[src/rtl/fx3_bus_out_path_mc.sv]
// FX3 GPIF write path: drains one of N ping-pong FIFO channels per transfer into host packets.
// Data appears one cycle after the FIFO strobe; FX3-not-ready or an empty buffer stalls without loss.
module fx3_bus_out_path_mc #(
    parameter int DATA_WIDTH    = 32,
    parameter int N_CHANNELS    = 2,
    parameter int CH_W          = 1,
    parameter int STATUS_LENGTH = 3,
    parameter int ZLP_EN        = 1,
    parameter int PACKET_MAX    = 512
) (
    input  logic                             clk,
    input  logic                             rst,
    input  logic                             i_in_path_idle,
    input  logic [23:0]                      i_packet_size,
    input  logic [7:0]                       i_latency_cycles,
    input  logic                             i_status_rdy_stb,
    input  logic [31:0]                      i_read_size,
    input  logic [CH_W-1:0]                  i_read_channel,
    input  logic                             i_fpga2mcu_ch_rdy,
    output logic                             o_write_enable,
    output logic                             o_packet_end,
    output logic [DATA_WIDTH-1:0]            o_data,
    output logic                             o_busy,
    output logic                             o_done,
    output logic                             o_error,
    input  logic [2*N_CHANNELS-1:0]          i_ch_ready,
    output logic [2*N_CHANNELS-1:0]          o_ch_activate,
    input  logic [24*N_CHANNELS-1:0]         i_ch_size,
    output logic [N_CHANNELS-1:0]            o_ch_strobe,
    input  logic [DATA_WIDTH*N_CHANNELS-1:0] i_ch_data
);

    localparam logic [CH_W:0] NCH_L = (CH_W+1)'(N_CHANNELS);

    typedef enum logic [2:0] {S_IDLE, S_WAIT, S_WRITE, S_LAT, S_ZLP} state_t;

    state_t                r_state;
    logic [CH_W-1:0]       r_ch;
    logic [32:0]           r_total;
    logic [32:0]           r_sent;
    logic [23:0]           r_psize;
    logic [23:0]           r_pkt_cnt;
    logic [23:0]           r_buf_cnt;
    logic [23:0]           r_buf_size;
    logic [1:0]            r_act;
    logic [7:0]            r_lat_cnt;

    logic [1:0]            w_ch_ready;
    logic [23:0]           w_ch_size;
    logic [DATA_WIDTH-1:0] w_ch_data;
    logic                  w_issue;
    logic                  w_last;
    logic                  w_pkt_short;
    logic                  w_lat_last;

    always_comb begin
        w_ch_ready    = '0;
        w_ch_size     = '0;
        w_ch_data     = '0;
        o_ch_strobe   = '0;
        o_ch_activate = '0;
        for (int c = 0; c < N_CHANNELS; c++) begin
            if (r_ch == CH_W'(c)) begin
                w_ch_ready             = i_ch_ready[2*c +: 2];
                w_ch_size              = i_ch_size[24*c +: 24];
                w_ch_data              = i_ch_data[DATA_WIDTH*c +: DATA_WIDTH];
                o_ch_strobe[c]         = w_issue;
                o_ch_activate[2*c +: 2] = r_act;
            end
        end
    end

    assign w_issue     = (r_state == S_WRITE) && i_fpga2mcu_ch_rdy && (r_act != 2'b00) &&
                         (r_buf_cnt < r_buf_size) && (r_pkt_cnt < r_psize) && (r_sent < r_total);
    assign w_last      = (r_sent + 33'd1) == r_total;
    assign w_pkt_short = (r_pkt_cnt + 24'd1) < r_psize;
    assign w_lat_last  = ({1'b0, r_lat_cnt} + 9'd1) >= {1'b0, i_latency_cycles};

    always_ff @(posedge clk or negedge rst) begin
        if (!rst) begin
            r_state        <= S_IDLE;
            r_ch           <= '0;
            r_total        <= '0;
            r_sent         <= '0;
            r_psize        <= '0;
            r_pkt_cnt      <= '0;
            r_buf_cnt      <= '0;
            r_buf_size     <= '0;
            r_act          <= '0;
            r_lat_cnt      <= '0;
            o_write_enable <= 1'b0;
            o_packet_end   <= 1'b0;
            o_data         <= '0;
            o_busy         <= 1'b0;
            o_done         <= 1'b0;
            o_error        <= 1'b0;
        end else begin
            o_write_enable <= 1'b0;
            o_packet_end   <= 1'b0;
            o_done         <= 1'b0;
            o_error        <= 1'b0;

            // Buffer ownership: grab the lowest ready half, hand it back once fully drained.
            if (r_state inside {S_WAIT, S_WRITE, S_LAT}) begin
                if (r_act == 2'b00) begin
                    if (w_ch_ready != 2'b00) begin
                        r_act      <= w_ch_ready[0] ? 2'b01 : 2'b10;
                        r_buf_cnt  <= '0;
                        r_buf_size <= w_ch_size;
                    end
                end else if (r_buf_cnt == r_buf_size) begin
                    r_act <= 2'b00;
                end
            end

            case (r_state)
                S_IDLE: begin
                    if (i_status_rdy_stb) begin
                        if ({1'b0, i_read_channel} >= NCH_L) begin
                            o_error <= 1'b1;
                        end else begin
                            r_ch      <= i_read_channel;
                            r_total   <= {1'b0, i_read_size} + 33'(STATUS_LENGTH);
                            r_psize   <= (i_packet_size == 24'd0) ? 24'(PACKET_MAX) : i_packet_size;
                            r_sent    <= '0;
                            r_pkt_cnt <= '0;
                            r_act     <= 2'b00;
                            o_busy    <= 1'b1;
                            r_state   <= S_WAIT;
                        end
                    end
                end
                S_WAIT: begin
                    if (i_fpga2mcu_ch_rdy && (r_act != 2'b00) && i_in_path_idle) begin
                        r_pkt_cnt <= '0;
                        r_state   <= S_WRITE;
                    end
                end
                S_WRITE: begin
                    if (r_sent == r_total) begin
                        if ((ZLP_EN != 0) && (r_pkt_cnt == r_psize)) begin
                            r_state <= S_ZLP;
                        end else begin
                            r_state <= S_IDLE;
                            o_done  <= 1'b1;
                            o_busy  <= 1'b0;
                            r_act   <= 2'b00;
                        end
                    end else if (r_pkt_cnt == r_psize) begin
                        r_lat_cnt <= '0;
                        r_state   <= S_LAT;
                    end else if (w_issue) begin
                        o_data         <= w_ch_data;
                        o_write_enable <= 1'b1;
                        o_packet_end   <= w_last && w_pkt_short;
                        r_sent         <= r_sent + 33'd1;
                        r_pkt_cnt      <= r_pkt_cnt + 24'd1;
                        r_buf_cnt      <= r_buf_cnt + 24'd1;
                    end
                end
                S_LAT: begin
                    if (w_lat_last) r_state <= S_WAIT;
                    else            r_lat_cnt <= r_lat_cnt + 8'd1;
                end
                S_ZLP: begin
                    if (i_fpga2mcu_ch_rdy) begin
                        o_packet_end <= 1'b1;
                        r_state      <= S_IDLE;
                        o_done       <= 1'b1;
                        o_busy       <= 1'b0;
                        r_act        <= 2'b00;
                    end
                end
                default: r_state <= S_IDLE;
            endcase
        end
    end

endmodule

[config.mk]
export PLATFORM = sky130hd
export DESIGN_NAME = fx3_bus_out_path_mc
export DESIGN_NICKNAME = d
export VERILOG_FILES = /design/src/rtl/fx3_bus_out_path_mc.sv
export SDC_FILE = /design/constraint.sdc
export NUM_CORES = 1
export LEC_CHECK = 0
export ABC_CLOCK_PERIOD_IN_PS = 4700
export BUFFER_PORTS_ARGS = -buffer_cell sky130_fd_sc_hd__buf_4
export CAP_MARGIN = 20
export CELL_PAD_IN_SITES_DETAIL_PLACEMENT = 1
export CELL_PAD_IN_SITES_GLOBAL_PLACEMENT = 2
export CORE_AREA = 2 2 205 207
export CTS_CLUSTER_SIZE = 16
export DETAILED_ROUTE_END_ITERATION = 7
export DIE_AREA = 0 0 207 209
export PLACE_DENSITY_LB_ADDON = 0.1
export SYNTH_ARGS = -nofsm -noshare
export SYNTH_HDL_FRONTEND = slang
export SYNTH_SLANG_ARGS = --single-unit
[constraint.sdc]
create_clock -name clk -period 4.7 [get_ports clk]
set_input_delay 0 -clock clk [delete_from_list [all_inputs] [get_ports clk]]
set_output_delay 0 -clock clk [all_outputs]
set_load 0.1 [all_outputs]
==> metrics.txt, run 1 <==
status finished clean; All-Layer GR Usage 22.6%; CTS HTree Levels 1; final WL 49.0 mm; crit path DAT 4.50 ns; Worst Tran Pin Value 0.937 ns; Slew HR 37.5%; synth warn 0; leakage 9.02 nW; Max Fclk 0.250 GHz; ys flop type dfrtp_1; Final TNS setup 0 ns; Mapped Area 14200 sq um; first-pass GRT wire length 79.6 mm; Gate power share 46.9%; worst vdd ir 304 uV; largest net degree at the start of global routing 95; Post-Layout Cell Count 2597; GP Congestion 0.796; cts repair resizes 0; routed len/inst 18.9 microns; RSZ-0062 raised after global routing no; initial antenna violation count 1; DR pass1 iterations 5; Final Hold Viols 0; Final setup viols 0; DRC 0; PortBufs 227; post-synthesis cell type count 70; crit end category flop; Syn Nets 1944; core footprint 41300 sq um; P_int 5.20 mW; clock sinks 212; placement row count 75; cell mode on critical path and3_1; die area 43300 sq um; first-iteration detailed-routing DRC count 644; clk buf depth 3; clock buffer count from CTS 28; commonest non-fill, non-tap cell in the layout buf_4; Final min period 4.01 ns; area delta synth->final 36.4%; DR vias 13600; Worst-Skew Late Latency 0.59 ns; DP Cell Count 2354; Max Cap Viol 0; I/O pins 229; Seq/Total Area, Yosys 37.3%; number of flops mapped to enable cells by yosys 0; gr ovfl total 0; Worst-path clk slew 0.06 ns; Hold Path Depth 5; Final HPWL DP 35.1 mm; chip width 207 microns; syn avg cell area 8.68 sq um; Slew Limit Fails 0; Power Total 9.43 mW; CP Max Fanout 6; critical path required time 5.19 ns; vias in the first global route 14400; Post-Syn Instances 1640; Chip Height 209 microns; Flop pwr share 29.5%; Net Sw Frac 44.9%; Net Switching 4.23 mW; worst hold path type input pin to flop; clock share of power 23.7%; worst-path cell chain and3_1, and3_1, and3_1, nand3_1, or4_1, xnor2_1, ha_1, a2111oi_0, and3_1, o311ai_0, nor4_1, o2111a_1, nand4_1, o21ai_0; most frequent cells in the layout buf_4, nand2_1, dfrtp_1; Final ANT Viol Nets 0; TritonCTS clock tree built; Vias/cell 5.24; type of origin of the critical path flop; clock skew 0.0257 ns; PwrDens 486 nW/um^2; critical path type flop to flop; biggest cell delay along the critical path 0.56 ns; ratio of cells with drive above 1 in the final layout 15.4%; CTS root buf clkbuf_16; synthesized flop and latch total 212; Layout Nets 2340; Tcrit/Tclk final 85.3%; Crit-path slowest cell or4_1; Starting Density 34.5%; Reg2Reg Depth 14; ys async rst share 100%
-- cell families (layout without fill, tap and decap cells) --
kind of cell | Yosys count | count (layout) | share of synthesized area (%)
simple gates | 546 | 546 | 19.0
compound gates | 390 | 390 | 16.3
flops | 212 | 212 | 37.3
buf+inv | 194 | 611 | 5.41
fa+ha+maj | 118 | 118 | 10.4
xor+xnor | 109 | 109 | 6.71
mux | 70 | 70 | 4.94
other cells | 1 | 2 | 0.0263
-- worst max-delay path: cells and delay by family (launching register included) --
family	cells	cell delay, ns
and+or+nand+nor	8	2.09
DFF	1	0.44
adders and majority gates	1	0.28
AOI/OAI and AO/OA	4	0.90
xor gates and xnor gates	1	0.21
-- what timing repair did --
action	in CTS	in global routing
hold buffers	190	0
setup buffers	0	0
endpoints found under the hold margin	210	0
-- per-layer routing --
metal | GRT usage (%) | up-vias | routed length, microns
li1 | - | 6643 | -
met5 | 0 | - | 0
met3 | 2.37 | 66 | 1570
met2 | 38.6 | 202 | 24000
met1 | 30.6 | 6707 | 22500
met4 | 5.79 | 0 | 1030
-- synth_stat cells, types with 7 or more instances --
| cell type | number | area (sq um) |
|---|---|---|
| o21ai_0 | 182 | 911 |
| or3_1 | 7 | 43.8 |
| o211ai_1 | 11 | 82.6 |
| o31ai_1 | 17 | 128 |
| mux2i_1 | 68 | 681 |
| buf_2 | 10 | 50.1 |
| and3_1 | 23 | 144 |
| nor2_1 | 79 | 297 |
| nand4_1 | 51 | 319 |
| a21oi_1 | 76 | 380 |
| nor3_1 | 19 | 95.1 |
| xor2_1 | 46 | 403 |
| nor2b_1 | 8 | 50.1 |
| a31oi_1 | 21 | 131 |
| and2_1 | 9 | 56.3 |
| o311ai_0 | 7 | 61.3 |
| dfrtp_1 | 212 | 5310 |
| and4_1 | 12 | 105 |
| nand2_1 | 216 | 811 |
| a22o_1 | 12 | 105 |
| nand3_1 | 68 | 340 |
| ha_1 | 118 | 1480 |
| nor4_1 | 18 | 113 |
| a21o_1 | 16 | 120 |
| or4_1 | 10 | 75.1 |
| xnor2_1 | 63 | 552 |
| inv_1 | 117 | 439 |
| clkbuf_1 | 57 | 214 |
-- flip-flops by register name, summed over array words and instances (netlist names) --
register / flops
o_busy: 1
o_data: 32
o_done: 1
o_packet_end: 1
o_write_enable: 1
r_act: 2
r_buf_cnt: 24
r_buf_size: 24
r_ch: 1
r_lat_cnt: 8
r_pkt_cnt: 24
r_psize: 24
r_sent: 33
r_state: 3
r_total: 33
-- worst paths after layout --
path / from / end / slack (ns)
setup / recovery: r_pkt_cnt[2] / o_packet_end / 0.69
hold / removal: i_ch_ready[1] / r_act[1] / 0.03
setup reg to reg: r_pkt_cnt[2] / o_packet_end / 0.69
hold reg to reg: r_buf_size[7] / r_buf_size[7] / 0.48
max in group asynchronous: rst / r_total[17] / 3.31
min in group asynchronous: rst / r_lat_cnt[5] / 0.04
-- stage by stage --
stage                     setup WS (ns)  hold WS, ns  area (sq um)  util [%]
after global routing              0.424       0.0816         19400      47.0
after floorplan                    1.11       -0.296         14200         -
after global placement            0.830        0.113         16500      40.0
after CTS                         0.672       0.0304         19400      47.0
final                             0.693       0.0291         19400      47.0
after detailed placement          0.715        0.109         16500      40.0
-- power by group through the flow --
| stage | Clock, mW | Combinational [mW] | Sequential (mW) |
|---|---|---|---|
| after detailed placement | 0 | 4.12 | 2.81 |
| final | 2.23 | 4.42 | 2.78 |
| after global placement | 0 | 4.05 | 2.80 |
| after CTS | 2.29 | 4.43 | 2.79 |
| after floorplan | 0 | 2.05 | 3.58 |
| after global routing | 2.37 | 4.86 | 2.86 |
-- layout make-up --
| cell class | count | area, sq um |
|---|---|---|
| diodes | 1 | 2.50 |
| clock buffers | 43 | 847 |
| clock inverters | 8 | 118 |
| fillers | 4818 | 21900 |
| inverters | 118 | 443 |
| multi-input cells | 1234 | 8190 |
| flip-flops and latches | 212 | 5310 |
| well taps | 539 | 674 |
| repair buffers | 442 | 3830 |
No activity file was read; power rests on OpenSTA's default activity.
==> inputs of run 2 (changes only) <==
ABC_CLOCK_PERIOD_IN_PS = 4050   (was 4700)
PLACE_DENSITY = 0.92   (was unset)
PLACE_DENSITY_LB_ADDON = unset   (was 0.1)
clock period = 4.05 ns   (was 4.7 ns; I/O delays follow)
==> run 2 against run 1 <==
Against the previous run:
- setup slack lost 0.47 ns
- sequential cell count is the same
- combinational power grew 19%
- global-route usage grew 0.21 points
- clock power grew 9.4%
- register-to-register slack lost 0.45 ns
- cell count is the same
- clock skew shrank 0.0082 ns
- routed wire length grew 2.0%
- via count grew 2.4%
- utilization shrank 0.16 points
- first-iteration DRC count grew 5.3%
==> metrics.txt, run 2 (synthesized netlist as in run 1, its figures left out) <==
clock skew 0.0175 ns; Final Hold Viols 0; worst hold path type input pin to flop; Max Cap Viol 0; DRC 0; CTS HTree Levels 1; All-Layer GR Usage 22.8%; clock buffer count from CTS 26; first-pass GRT wire length 80.9 mm; largest net degree at the start of global routing 104; Worst Tran Pin Value 0.917 ns; crit end category output port; vias in the first global route 15200; worst vdd ir 551 uV; Final TNS setup 0 ns; critical path required time 4.05 ns; hold_ws 0.0667 ns; WP buf/inv 2; area delta synth->final 36.0%; worst-path cell chain ha_1, a211oi_1, nor2_1, o41a_1, o41ai_2, buf_4, o211ai_1, nor2_1, buf_4; Gate power share 48.2%; most frequent cells in the layout buf_4, nand2_1, dfrtp_1; clk buf depth 3; delay-heaviest family, CP compound AO/OA/AOI/OAI gates; Max Fclk 0.261 GHz; Tcrit/Tclk final 94.6%; Worst-path clk slew 0.06 ns; Chip Height 209 microns; critical path type flop to output port; Net Switching 4.96 mW; P_int 5.94 mW; Crit-path slowest cell o41ai_2; ratio of cells with drive above 1 in the final layout 15.7%; initial antenna violation count 0; GP Congestion 0.828; Slew Limit Fails 0; DR vias 14000; first-iteration detailed-routing DRC count 678; RSZ-0062 raised after global routing no; PwrDens 563 nW/um^2; Worst-Skew Late Latency 0.55 ns; Flop pwr share 29.5%; commonest non-fill, non-tap cell in the layout buf_4; die area 43300 sq um; Slew HR 38.9%; clock share of power 22.4%; placement row count 75; PortBufs 227; final WL 50.0 mm; Final ANT Viol Nets 0; TritonCTS clock tree built; leakage 9.00 nW; I/O pins 229; crit path DAT 3.83 ns; chip width 207 microns; Vias/cell 5.37; Final HPWL DP 33.5 mm; Top Registers r_sent x33, r_total x33, o_data x32; type of origin of the critical path flop; biggest cell delay along the critical path 0.52 ns; routed len/inst 19.3 microns; CP Max Fanout 10; Final setup viols 0; Final min period 3.83 ns; filler instances 4817; core footprint 41300 sq um; Layout Nets 2343; Net Sw Frac 45.5%; CTS root buf clkbuf_16; clock sinks 212; DR pass1 iterations 5; gr ovfl total 0; Starting Density 34.5%; antenna cells 0; status finished clean
run 2: cell type report:
type	count	area, sq um	share of cell area, %
Clock inverter	6	91.3	0.472
Sequential cell	212	5310	27.4
Timing Repair Buffer	447	3850	19.9
Multi-Input combinational cell	1234	8190	42.3
Clock buffer	41	797	4.12
Inverter	118	443	2.29
Tap cell	539	674	3.48
run 2: repair_timing:
item,in CTS,in global routing
setup endpoints to repair,0,1
setup buffers,0,1
endpoints found under the hold margin,220,0
gates resized for setup,0,2
hold buffers,185,0
run 2: final timing paths:
path                               start              to  slack (ns)  cells past startpoint
max in group asynchronous            rst      r_sent[31]        2.85                      3
min in group asynchronous            rst     r_psize[14]        0.14                      2
hold reg to reg            r_buf_size[8]   r_buf_size[8]        0.48                      2
hold / removal             i_ch_ready[2]        r_act[1]        0.07                      5
setup / recovery               r_sent[6]  o_ch_strobe[1]        0.22                      9
setup reg to reg            r_pkt_cnt[4]    o_packet_end        0.24                     14
run 2: power groups by stage:
stage / clock network (mW) / logic [mW] / registers, mW
2_1_floorplan: 0 / 2.38 / 4.16
3_3_place_gp: 0 / 4.64 / 3.18
3_5_place_dp: 0 / 4.80 / 3.22
4_1_cts: 2.47 / 5.15 / 3.19
5_1_grt: 2.56 / 5.69 / 3.30
6_report: 2.44 / 5.25 / 3.21
run 2: per-layer routing:
metal / global-route usage [%] / routed length [microns] / vias up
met5: 0 / 0 / -
met4: 7.71 / 1650 / 0
met3: 2.92 / 1720 / 101
met2: 40.9 / 25100 / 287
met1: 28.3 / 21600 / 6928
li1: - / - / 6635
run 2: worst min-delay path: cells and delay by family:
family	cells	cell delay, ns
compound gates	1	0.14
buf+inv	1	0.08
mux	1	0.13
simple gates	2	0.23
run 2: per-stage QoR:
stage | cell area, sq um | cells | util (%) | setup slack, ns | power [mW]
2_1_floorplan | 14200 | 1640 | - | 0.464 | 6.53
3_3_place_gp | 16600 | 2363 | 40.2 | 0.378 | 7.82
4_1_cts | 19300 | 2596 | 46.8 | 0.216 | 10.8
5_1_grt | 19400 | 2597 | 46.9 | 0.0140 | 11.5
3_5_place_dp | 16600 | 2364 | 40.2 | 0.240 | 8.02
6_report | 19400 | 2597 | 46.9 | 0.220 | 10.9
==> inputs of run 3 (changes only) <==
ABC_CLOCK_PERIOD_IN_PS = 4400   (was 4050)
clock period = 4.4 ns   (was 4.05 ns; I/O delays follow)
==> run 3 against run 2 <==
Against the previous run:
- global-route usage is 0.12 points lower
- clock skew decreased by 0.0023 ns
- hold slack worse by 0.035 ns
- register-to-register slack improved by 0.22 ns
- combinational power shrank 8.6%
- setup slack improved by 0.24 ns
- highest routed layer unchanged
- critical endpoint is now o_packet_end
- clock-buffer cell count decreased by 2
- non-clock buffer count shrank 8
- total power decreased by 7.2%
- largest cell class unchanged
==> metrics.txt, run 3 (synthesized netlist as in run 1, its figures left out) <==
status finished clean; Layout Nets 2336; Max Fclk 0.254 GHz; clock skew 0.0152 ns; Chip Height 209 microns; worst vdd ir 412 uV; cell mode on critical path and3_1; critical path type flop to flop; pre-CTS setup slack 0.382 ns; DR pass1 iterations 8; Crit-path slowest cell or4_1; CP Max Fanout 6; Starting Density 34.5%; Worst-path clk slew 0.06 ns; PortBufs 227; Final TNS setup 0 ns; Vias/cell 5.37; WP buf/inv 0; register area 5310 sq um; area delta synth->final 36.0%; PwrDens 523 nW/um^2; Top Registers r_sent x33, r_total x33, o_data x32; type of origin of the critical path flop; DRC 0; Final Hold Viols 0; die area 43300 sq um; biggest cell delay along the critical path 0.59 ns; first-pass GRT wire length 80.4 mm; CTS root buf clkbuf_16; largest net degree at the start of global routing 112; Slew Limit Fails 0; worst-path cell chain and3_1, and3_1, and3_2, nand3_1, or4_1, xnor2_2, ha_1, a2111oi_1, and3_1, o311ai_0, nor4_1, o2111a_1, nand4_1, o21ai_0; Worst Tran Pin Value 0.897 ns; DR vias 13900; final WL 49.5 mm; gr ovfl total 0; ratio of cells with drive above 1 in the final layout 15.3%; crit end category flop; most frequent cells in the layout buf_4, nand2_1, dfrtp_1; Worst-Skew Late Latency 0.56 ns; clk buf depth 3; filler instances 4791; vias in the first global route 15300; CTS HTree Levels 1; TritonCTS clock tree built; All-Layer GR Usage 22.7%; area of the multi-input gates 8190 sq um; crit path DAT 4.41 ns; Slew HR 40.2%; I/O pins 229; Final min period 3.94 ns; leakage 8.98 nW; Tcrit/Tclk final 89.5%; delay-heaviest family, CP simple AND/OR/NAND/NOR gates; Worst Slack Setup Final 0.461 ns; first-iteration detailed-routing DRC count 632; worst hold path type input pin to flop; Max Cap Viol 0; chip width 207 microns; fin util 46.9%; core footprint 41300 sq um; commonest non-fill, non-tap cell in the layout buf_4; clock sinks 212; initial antenna violation count 1; critical path required time 4.87 ns; Final setup viols 0; GP Congestion 0.848; Final ANT Viol Nets 0; placement row count 75; RSZ-0062 raised after global routing no; Final HPWL DP 33.3 mm; routed len/inst 19.1 microns; clock buffer count from CTS 27
## run 3: worst register-to-register path: stages (launching register included)
cell and delay [ns]:
dfrtp_1 0.44, and3_1 0.19, and3_1 0.25, and3_2 0.28, nand3_1 0.16, or4_1 0.59, xnor2_2 0.17, ha_1 0.29
a2111oi_1 0.37, and3_1 0.21, o311ai_0 0.14, nor4_1 0.29, o2111a_1 0.21, nand4_1 0.09, o21ai_0 0.19
## run 3: path summary, 6_finish.rpt
path / start / end / slack (ns) / cells past startpoint
min: i_ch_ready[3] / r_act[1] / 0.03 / 5
min reg2reg: r_buf_size[12] / r_buf_size[12] / 0.48 / 2
max: r_pkt_cnt[2] / o_packet_end / 0.46 / 14
max in group asynchronous: rst / r_psize[14] / 3.16 / 3
max reg2reg: r_pkt_cnt[2] / o_packet_end / 0.46 / 14
min in group asynchronous: rst / r_psize[6] / 0.13 / 2
## run 3: where the power goes
part | switching, mW | internal (mW)
Combinational | 3.19 | 1.61
Clock | 0.915 | 1.46
Sequential | 0.445 | 2.50
## run 3: metal layers
layer  routed length [microns]  global-route usage, %  vias to the layer above
met1                     21100                   27.8                     6894
met5                         0                      0                        -
met3                      1650                   2.89                      111
met2                     25000                   40.9                      289
met4                      1720                   8.25                        0
li1                          -                      -                     6620
## run 3: repair_timing
| action | 4_1_cts | 5_1_grt |
|---|---|---|
| endpoints found under the hold margin | 221 | 0 |
| hold buffers | 190 | 0 |
| gates resized for setup | 0 | 3 |
| setup buffers | 0 | 0 |
| endpoints found under the setup margin | 0 | 1 |
## run 3: cell type report
type / count / area share, %
Multi-Input combinational cell: 1234 / 42.3
Sequential cell: 212 / 27.4
Timing Repair Buffer: 439 / 19.6
Clock buffer: 39 / 4.03
Tap cell: 539 / 3.48
Inverter: 118 / 2.29
Clock inverter: 10 / 0.814
Antenna cell: 1 / 0.0129
## run 3: through the flow
step | area (sq um) | hold slack, ns | power [mW] | instances
2_1_floorplan | 14200 | -0.296 | 6.01 | 1640
3_3_place_gp | 16500 | 0.166 | 7.18 | 2352
3_5_place_dp | 16500 | 0.168 | 7.35 | 2352
4_1_cts | 19400 | 0.00551 | 10.1 | 2591
5_1_grt | 19400 | 0.127 | 10.8 | 2592
6_report | 19400 | 0.0320 | 10.1 | 2592
